<file path="src/rtl/alu_rr_sequencer.sv">
// Two-port round-robin front end for a 16-bit ALU: single-cycle add/sub/shift,
// 16-step shift-add multiply, one command in flight, result held until accepted.
module alu_rr_sequencer #(
    parameter int WIDTH = 16
) (
    input  logic                 clk,
    input  logic                 rst,
    input  logic                 req0_valid,
    output logic                 req0_ready,
    input  logic [1:0]           req0_sel,
    input  logic [WIDTH-1:0]     req0_a,
    input  logic [WIDTH-1:0]     req0_b,
    input  logic                 req0_cin,
    input  logic                 req1_valid,
    output logic                 req1_ready,
    input  logic [1:0]           req1_sel,
    input  logic [WIDTH-1:0]     req1_a,
    input  logic [WIDTH-1:0]     req1_b,
    input  logic                 req1_cin,
    output logic                 rsp_valid,
    input  logic                 rsp_ready,
    output logic                 rsp_id,
    output logic [2*WIDTH-1:0]   rsp_data,
    output logic                 rsp_carry,
    output logic                 rsp_ovf,
    output logic                 busy
);
    localparam int CW = $clog2(WIDTH);

    typedef enum logic [1:0] {IDLE, EXEC, MUL, DONE} state_t;

    state_t               state, state_nxt;
    logic                 last_grant;
    logic [1:0]           op_sel;
    logic [WIDTH-1:0]     op_a, op_b;
    logic                 op_cin;
    logic [CW-1:0]        cnt;
    logic [2*WIDTH-1:0]   acc;

    logic                 grant_any, grant_id;
    logic [1:0]           g_sel;
    logic [WIDTH-1:0]     g_a, g_b;
    logic                 g_cin;

    logic [WIDTH:0]       sum, diff;
    logic                 add_cin;
    logic [2*WIDTH-1:0]   ex_data;
    logic                 ex_carry, ex_ovf;
    logic [2*WIDTH-1:0]   pp, mul_sum;

    // Arbitration and next state; reset forces the ready outputs low.
    always_comb begin
        state_nxt  = state;
        grant_any  = 1'b0;
        grant_id   = 1'b0;
        req0_ready = 1'b0;
        req1_ready = 1'b0;
        g_sel      = req0_sel;
        g_a        = req0_a;
        g_b        = req0_b;
        g_cin      = req0_cin;
        case (state)
            IDLE: begin
                if (!rst && (req0_valid || req1_valid)) begin
                    grant_any = 1'b1;
                    grant_id  = (req0_valid && req1_valid) ? ~last_grant : req1_valid;
                    if (grant_id) begin
                        g_sel = req1_sel;
                        g_a   = req1_a;
                        g_b   = req1_b;
                        g_cin = req1_cin;
                    end
                    req0_ready = ~grant_id;
                    req1_ready = grant_id;
                    state_nxt  = (g_sel == 2'b10) ? MUL : EXEC;
                end
            end
            EXEC: state_nxt = DONE;
            MUL:  if (cnt == CW'(WIDTH - 1)) state_nxt = DONE;
            DONE: if (rsp_ready) state_nxt = IDLE;
            default: state_nxt = IDLE;
        endcase
    end

    assign rsp_valid = (state == DONE);
    assign busy      = (state != IDLE);

    // Single-cycle results; sel 01 with cin=0 falls back to a plain add.
    always_comb begin
        add_cin  = (op_sel == 2'b00) ? op_cin : 1'b0;
        sum      = {1'b0, op_a} + {1'b0, op_b} + {{WIDTH{1'b0}}, add_cin};
        diff     = {1'b0, op_a} - {1'b0, op_b};
        ex_data  = '0;
        ex_carry = 1'b0;
        ex_ovf   = 1'b0;
        if (op_sel == 2'b01 && op_cin) begin
            ex_data  = {{WIDTH{1'b0}}, diff[WIDTH-1:0]};
            ex_carry = diff[WIDTH];
            ex_ovf   = (op_a[WIDTH-1] != op_b[WIDTH-1]) && (diff[WIDTH-1] != op_a[WIDTH-1]);
        end else if (op_sel == 2'b11) begin
            if (op_b < WIDTH'(WIDTH))
                ex_data = {op_a << op_b[CW-1:0], op_a >> op_b[CW-1:0]};
        end else begin
            ex_data  = {{WIDTH{1'b0}}, sum[WIDTH-1:0]};
            ex_carry = sum[WIDTH];
            ex_ovf   = (op_a[WIDTH-1] == op_b[WIDTH-1]) && (sum[WIDTH-1] != op_a[WIDTH-1]);
        end
    end

    assign pp      = op_b[cnt] ? ({{WIDTH{1'b0}}, op_a} << cnt) : '0;
    assign mul_sum = acc + pp;

    always_ff @(posedge clk) begin
        if (rst) begin
            state      <= IDLE;
            last_grant <= 1'b1;
            op_sel     <= '0;
            op_a       <= '0;
            op_b       <= '0;
            op_cin     <= 1'b0;
            cnt        <= '0;
            acc        <= '0;
            rsp_id     <= 1'b0;
            rsp_data   <= '0;
            rsp_carry  <= 1'b0;
            rsp_ovf    <= 1'b0;
        end else begin
            state <= state_nxt;
            if (grant_any) begin
                last_grant <= grant_id;
                rsp_id     <= grant_id;
                op_sel     <= g_sel;
                op_a       <= g_a;
                op_b       <= g_b;
                op_cin     <= g_cin;
                cnt        <= '0;
                acc        <= '0;
            end
            if (state == EXEC) begin
                rsp_data  <= ex_data;
                rsp_carry <= ex_carry;
                rsp_ovf   <= ex_ovf;
            end
            if (state == MUL) begin
                acc <= mul_sum;
                cnt <= cnt + 1'b1;
                if (cnt == CW'(WIDTH - 1)) begin
                    rsp_data  <= mul_sum;
                    rsp_carry <= 1'b0;
                    rsp_ovf   <= |mul_sum[2*WIDTH-1:WIDTH];
                end
            end
        end
    end
endmodule

</file>
<file path="config.mk">
export PLATFORM = sky130hd
export DESIGN_NAME = alu_rr_sequencer
export DESIGN_NICKNAME = d
export VERILOG_FILES = /design/src/rtl/alu_rr_sequencer.sv
export SDC_FILE = /design/constraint.sdc
export NUM_CORES = 1
export LEC_CHECK = 0
export CAP_MARGIN = 20
export CORE_MARGIN = 2
export CORE_UTILIZATION = 50
export CTS_CLUSTER_SIZE = 16
export DETAILED_ROUTE_END_ITERATION = 8
export GPL_TIMING_DRIVEN = 1
export PLACE_DENSITY_LB_ADDON = 0.1
export SYNTH_ARGS = -nofsm -noshare
export SYNTH_HDL_FRONTEND = slang
export SYNTH_SLANG_ARGS = --single-unit
export TNS_END_PERCENT = 20
</file>
<file path="constraint.sdc">
create_clock -name clk -period 8.1 [get_ports clk]
set_clock_uncertainty 0.05 [all_clocks]
set_input_delay 1.215 -clock clk [delete_from_list [all_inputs] [get_ports clk]]
set_output_delay 1.215 -clock clk [all_outputs]
set_load 0.1 [all_outputs]
</file>
==> results of run 1 <==
[worst min-delay path by stage]
stage,end,startpoint,cells past startpoint
detailed placement,acc[2],acc[2],2
global route,acc[0],acc[0],2
floorplan,last_grant,last_grant,1
finish,acc[0],acc[0],2
global placement,acc[2],acc[2],2
CTS,acc[2],acc[2],2
[synth_stat cells (all sizes together) (6+ instances only)]
cell    number  area [um2]
o21a        15         113
buf         20        95.1
xnor2       17         156
o221ai       8        70.1
mux4        17         383
a21o        22         165
o211ai      15         113
xor2        14         123
ha          68         851
a221oi       8        70.1
nand3b       6        45.0
a31oi       18         113
and2         7        43.8
mux2         6        67.6
clkbuf      85         320
a221o       13         130
a21oi      138         698
dfxtp      109        2180
nand3       20         100
nor3        27         135
a211oi      73         558
nand2b      16         100
o21ai       73         365
or2          6        40.0
nor2       199         747
inv         54         203
or3          6        37.5
a211o        6        53.8
mux2i       83         831
nand2       79         297
nand4       10        62.6
nor4         8        65.1
and3        34         213
nor2b       17         106
o21bai      11        82.6
[registers in the layout (all words and copies together) (netlist names)]
| register | flops |
|---|---|
| rsp_data | 32 |
| acc | 32 |
| rsp_id | 1 |
| op_b | 16 |
| op_a | 16 |
| last_grant | 1 |
| rsp_carry | 1 |
| state | 2 |
| cnt | 4 |
| op_sel | 2 |
| rsp_ovf | 1 |
| op_cin | 1 |
[layer usage]
layer	wire (um)	global-route usage	vias to the layer above
met4	932	0.0871	0
met3	3370	0.0656	66
met1	16200	0.474	4927
li1	-	-	5150
met5	0	0	-
met2	15200	0.490	538
[cell type report]
type | instances | share of cell area
Multi-Input combinational cell | 1104 | 0.639
Sequential cell | 109 | 0.183
Timing Repair Buffer | 133 | 0.108
Tap cell | 270 | 0.0284
Clock buffer | 10 | 0.0193
Inverter | 55 | 0.0174
Clock inverter | 6 | 0.00537
[critical path, stage by stage (launching register included)]
cell       delay, ns
dfxtp_1         0.31
buf_4           0.36
mux4_2          0.55
o21ai_0         0.46
and2_0          0.81
a211oi_1        0.12
ha_1            0.49
and4_4          0.30
nor2b_1         0.20
a21o_1          0.17
o311ai_4        0.12
a211oi_1        0.35
a311oi_2        0.12
a2111oi_0       0.52
nor4b_1         0.26
nor4b_2         0.22
a311oi_1        0.12
[report_power, final]
part	switching, mW	internal, mW	leakage (nW)	total [mW]
sequential	0.154	0.620	0.888	0.774
clock	0.231	0.218	0.140	0.449
combinational	1.23	0.628	3.72	1.85
total	1.61	1.47	4.75	3.08
[kinds of logic after synthesis]
logic type / after synthesis / synth area share
compound gates: 451 / 0.290
xor+xnor: 31 / 0.0269
fa+ha+maj: 72 / 0.0897
buf+inv: 160 / 0.0599
flops: 109 / 0.210
mux: 106 / 0.123
simple gates: 444 / 0.200
[metrics by stage]
stage	area, um2	instances
detailed placement	11600	1671
CTS	11900	1687
finish	11900	1687
floorplan	10400	1373
global placement	11600	1671
global route	11900	1687
==> out/results.ini, run 1 <==
[final_layout]
register_area_um2 = 2180
fillers = 1968
nNetsFinal = 1559
post-route-util = 0.586
layout_common_cells = nor2_1 (198), a21oi_1 (136), clkdlybuf4s50_1 (112), dfxtp_1 (109), mux2i_1 (83)
final_common_cell = nor2_1
area_delta_synth_final_pct = 14.6
n_antenna_cell = 0
drive_gt1_frac = 0.0607
multiInputGateArea_um2 = 7600

[global_route]
grt-ovfl-total = 0
grt_max_degree = 74
grt_usage = 0.325
grt_pass1_wl_um = 56200
antenna_found_initial = 0
grt_pass1_vias = 9860

[setup_path]
timing.rr.end = rsp_ovf
crit_path_start_kind = flip-flop
cp_max_fo = 35
cp-startpoint = cnt[0]
reg2reg_from = cnt[0]
crit_path_end = rsp_ovf
critical_path_class = flip-flop to flip-flop
worstPathArrival_ns = 5.89
crit_path_end_kind = flip-flop
reg2reg_depth = 16
worstPathRequired_ns = 8.26
r2r_slack_ns = 2.38

[drt]
drc_errors = 0
ant_nets = 0
initialDrtViolationCount = 1118
dr.pass1.iters = 6
vias = 10700
drt-total-wl_um = 35600
wl_per_cell_um = 21.1
viasPerCell = 6.33

[clocking]
postCtsSetupRepairBufs = 0
cts_max_path_buffers = 2
clockRootBuffer = clkbuf_16
clock-sinks = 109
ctsHoldBuffers = 0
tritoncts = built
clk_pin_slew_ns = 0.08
cts_buffers = 9
htreeDepth = 3
clock_latency_ns = 0.37
ctsResizeCount = 0

[synthesis]
synth-seq-cells = 109
synth_warnings = 0
syn_area_per_cell_um2 = 7.56
synth_nets = 1520
async_reset_ff_frac = 0
netlist_area_um2 = 10400
ys_seq_area_frac = 0.210
synth_edf_count = 0
yosysUniqueCellTypes = 84
synthFlopType = dfxtp_1
synthCells = 1373

[placement]
dp_hpwl_um = 27400
place_ws_ns = 2.54
port_buffers = 113
routabilityCongestion = 0.963

[timing]
fmax_ghz = 0.175
max-slew-margin-rel = 0.300
maxSlewViolCount = 0
rsz0062_at_grt = no
timing.hold.ws_ns = 0.435
setup_viol = 0
post-route-period-util = 0.706
fin_setup_tns_ns = 0
final.min_clock_period_ns = 5.72
tightest_slew_ns = 1.05
fin_ws_ns = 2.38
hold_viol_final = 0

[die]
top_level_ports = 114
die_area_um2 = 21900
chipHeight_um = 148
core_area_um2 = 20300
die_w_um = 148
initial_core_util = 0.511
row_count = 52

[pwr]
ir_drop_v = 0.000233
power.total_mw = 3.08
p_per_area_nw_per_um2 = 259
p_leak_nw = 4.75

[flow_run]
cap_violations = 0

[run_status]
status = complete, no violations

[worst_hold_path]
min_path_type = flip-flop to flip-flop

(Power assumes the default switching activity.)
==> inputs of run 2 (changes only) <==
==> constraint.sdc (replaced) <==
create_clock -name clk -period 5.2 [get_ports clk]
set_clock_uncertainty 0.05 [all_clocks]
set_input_delay 0.78 -clock clk [delete_from_list [all_inputs] [get_ports clk]]
set_output_delay 0.78 -clock clk [all_outputs]
set_load 0.1 [all_outputs]
==> run 2 against run 1 <==
  * Critical path depth up 3
  * Worst setup slack worse by 2.1 ns
  * Count of clock-buffer cells in the layout up 1
  * Cell count up 2.3%
  * Critical path type unchanged
==> out/results.ini, run 2 (synthesized netlist as in run 1, its figures left out) <==
[clocking]
clock-sinks = 109
ctsHoldBuffers = 0
htreeDepth = 3
postCtsSetupRepairBufs = 0
clockRootBuffer = clkbuf_16
tritoncts = built
clock_latency_ns = 0.36
clk_pin_slew_ns = 0.08
cts_max_path_buffers = 2
ctsResizeCount = 0
cts_buffers = 9

[global_route]
antenna_found_initial = 0
grt_pass1_wl_um = 57600
grt-ovfl-total = 0
grt_pass1_vias = 10200
grt_max_degree = 71
grt_usage = 0.332

[drt]
wl_per_cell_um = 21.2
wl_met1_um = 16200
drt-total-wl_um = 36600
dr.pass1.iters = 6
viasPerCell = 6.36
wl_met3_um = 3600
initialDrtViolationCount = 1173
ant_nets = 0
vias = 11000
routed-wl-met2_um = 15800
drc_errors = 0
top_layer = met4

[placement]
port_buffers = 113
dp_hpwl_um = 28400
routabilityCongestion = 0.992
placed_area_um2 = 11900

[final_layout]
drive_gt1_frac = 0.0900
layout_common_cells = nor2_1 (198), a21oi_1 (136), clkdlybuf4s50_1 (110), dfxtp_1 (108), mux2i_1 (83)
n_antenna_cell = 0
finish.instance_area_um2 = 12200
final_common_cell = nor2_1
top_regs = acc x32, rsp_data x32
nNetsFinal = 1598
area_delta_synth_final_pct = 18.0

[die]
die_w_um = 148
top_level_ports = 114
initial_core_util = 0.511
chipHeight_um = 148
row_count = 52
die_area_um2 = 21900
core_area_um2 = 20300

[pwr]
p_per_area_nw_per_um2 = 404
ir_drop_v = 0.000559
p_leak_nw = 4.97
power.total_mw = 4.94

[timing]
setup_viol = 0
post-route-period-util = 0.944
max-slew-margin-rel = 0.309
maxSlewViolCount = 0
fmax_ghz = 0.204
fin_setup_tns_ns = 0
final.min_clock_period_ns = 4.91
rsz0062_at_grt = no
tightest_slew_ns = 1.03
hold_viol_final = 0

[flow_run]
cap_violations = 0

[setup_path]
critical_path_class = flip-flop to flip-flop
crit_path_start_kind = flip-flop
crit_path_end_kind = flip-flop
reg2reg_from = cnt[1]
reg2reg_depth = 19
r2r_slack_ns = 0.29
worstPathRequired_ns = 5.37
cp_max_fo = 19
timing.rr.end = rsp_ovf
worstPathArrival_ns = 5.08

[run_status]
status = complete, no violations

[worst_hold_path]
hold_end = acc[2]
hold_path_depth = 2
min_path_type = flip-flop to flip-flop
hold_start = acc[2]

run 2: changes by cell type in the layout (fill, tap and decap cells not counted), moves of 2 or more:
cell | previous run | this run
a31oi_1 | 18 | 16
a31oi_2 | 0 | 2
buf_4 | 21 | 61
clkdlybuf4s50_1 | 112 | 110
run 2: worst max path at each step:
stage	start	end	cells after the start
floorplan	cnt[0]	rsp_ovf	20
global placement	cnt[0]	rsp_ovf	16
detailed placement	cnt[0]	rsp_ovf	16
CTS	cnt[0]	rsp_ovf	16
global route	op_a[1]	rsp_ovf	18
finish	cnt[1]	rsp_ovf	19
run 2: stage by stage:
step                      utilization  hold WS (ns)  std cells  worst slack [ns]
final                           0.603         0.435       1726             0.292
after CTS                       0.602         0.434       1726             0.197
after global routing            0.603         0.457       1726            0.0366
after global placement          0.586         0.414       1710             0.297
after detailed placement        0.586         0.423       1710             0.208
after floorplan                     -         0.386       1373             0.295
run 2: worst max-delay path, cell delays in order (launching register included):
cell	delay (ns)
dfxtp_1	0.44
buf_4	0.30
mux2_2	0.37
o21ai_0	0.30
nor2_1	0.08
a31oi_1	0.22
nor2b_1	0.19
a211oi_1	0.07
ha_1	0.31
buf_4	0.18
a21oi_1	0.16
and2_1	0.24
a211oi_1	0.09
o2bb2ai_1	0.30
o21ai_0	0.19
xor2_1	0.19
or4_1	0.43
nor4b_1	0.29
nor4b_2	0.25
a311oi_1	0.12
run 2: area by class of cell:
class,count,area [um2]
inverters,55,206
clock inverters,5,77.6
well taps,270,338
clock buffers,11,243
fillers,1947,8060
repair buffers,172,1580
flip-flops and latches,109,2180
multi-input cells,1104,7610
run 2: where the power goes:
group,switching [mW],leakage (nW),internal (mW)
Sequential,0.174,0.889,0.967
Clock,0.353,0.157,0.401
Combinational,2.00,3.93,1.04
run 2: layer usage:
metal  GRT usage  up-vias
met2       0.501      538
li1            -     5205
met4      0.0943        0
met3      0.0583       68
met5           0        -
met1       0.487     5170
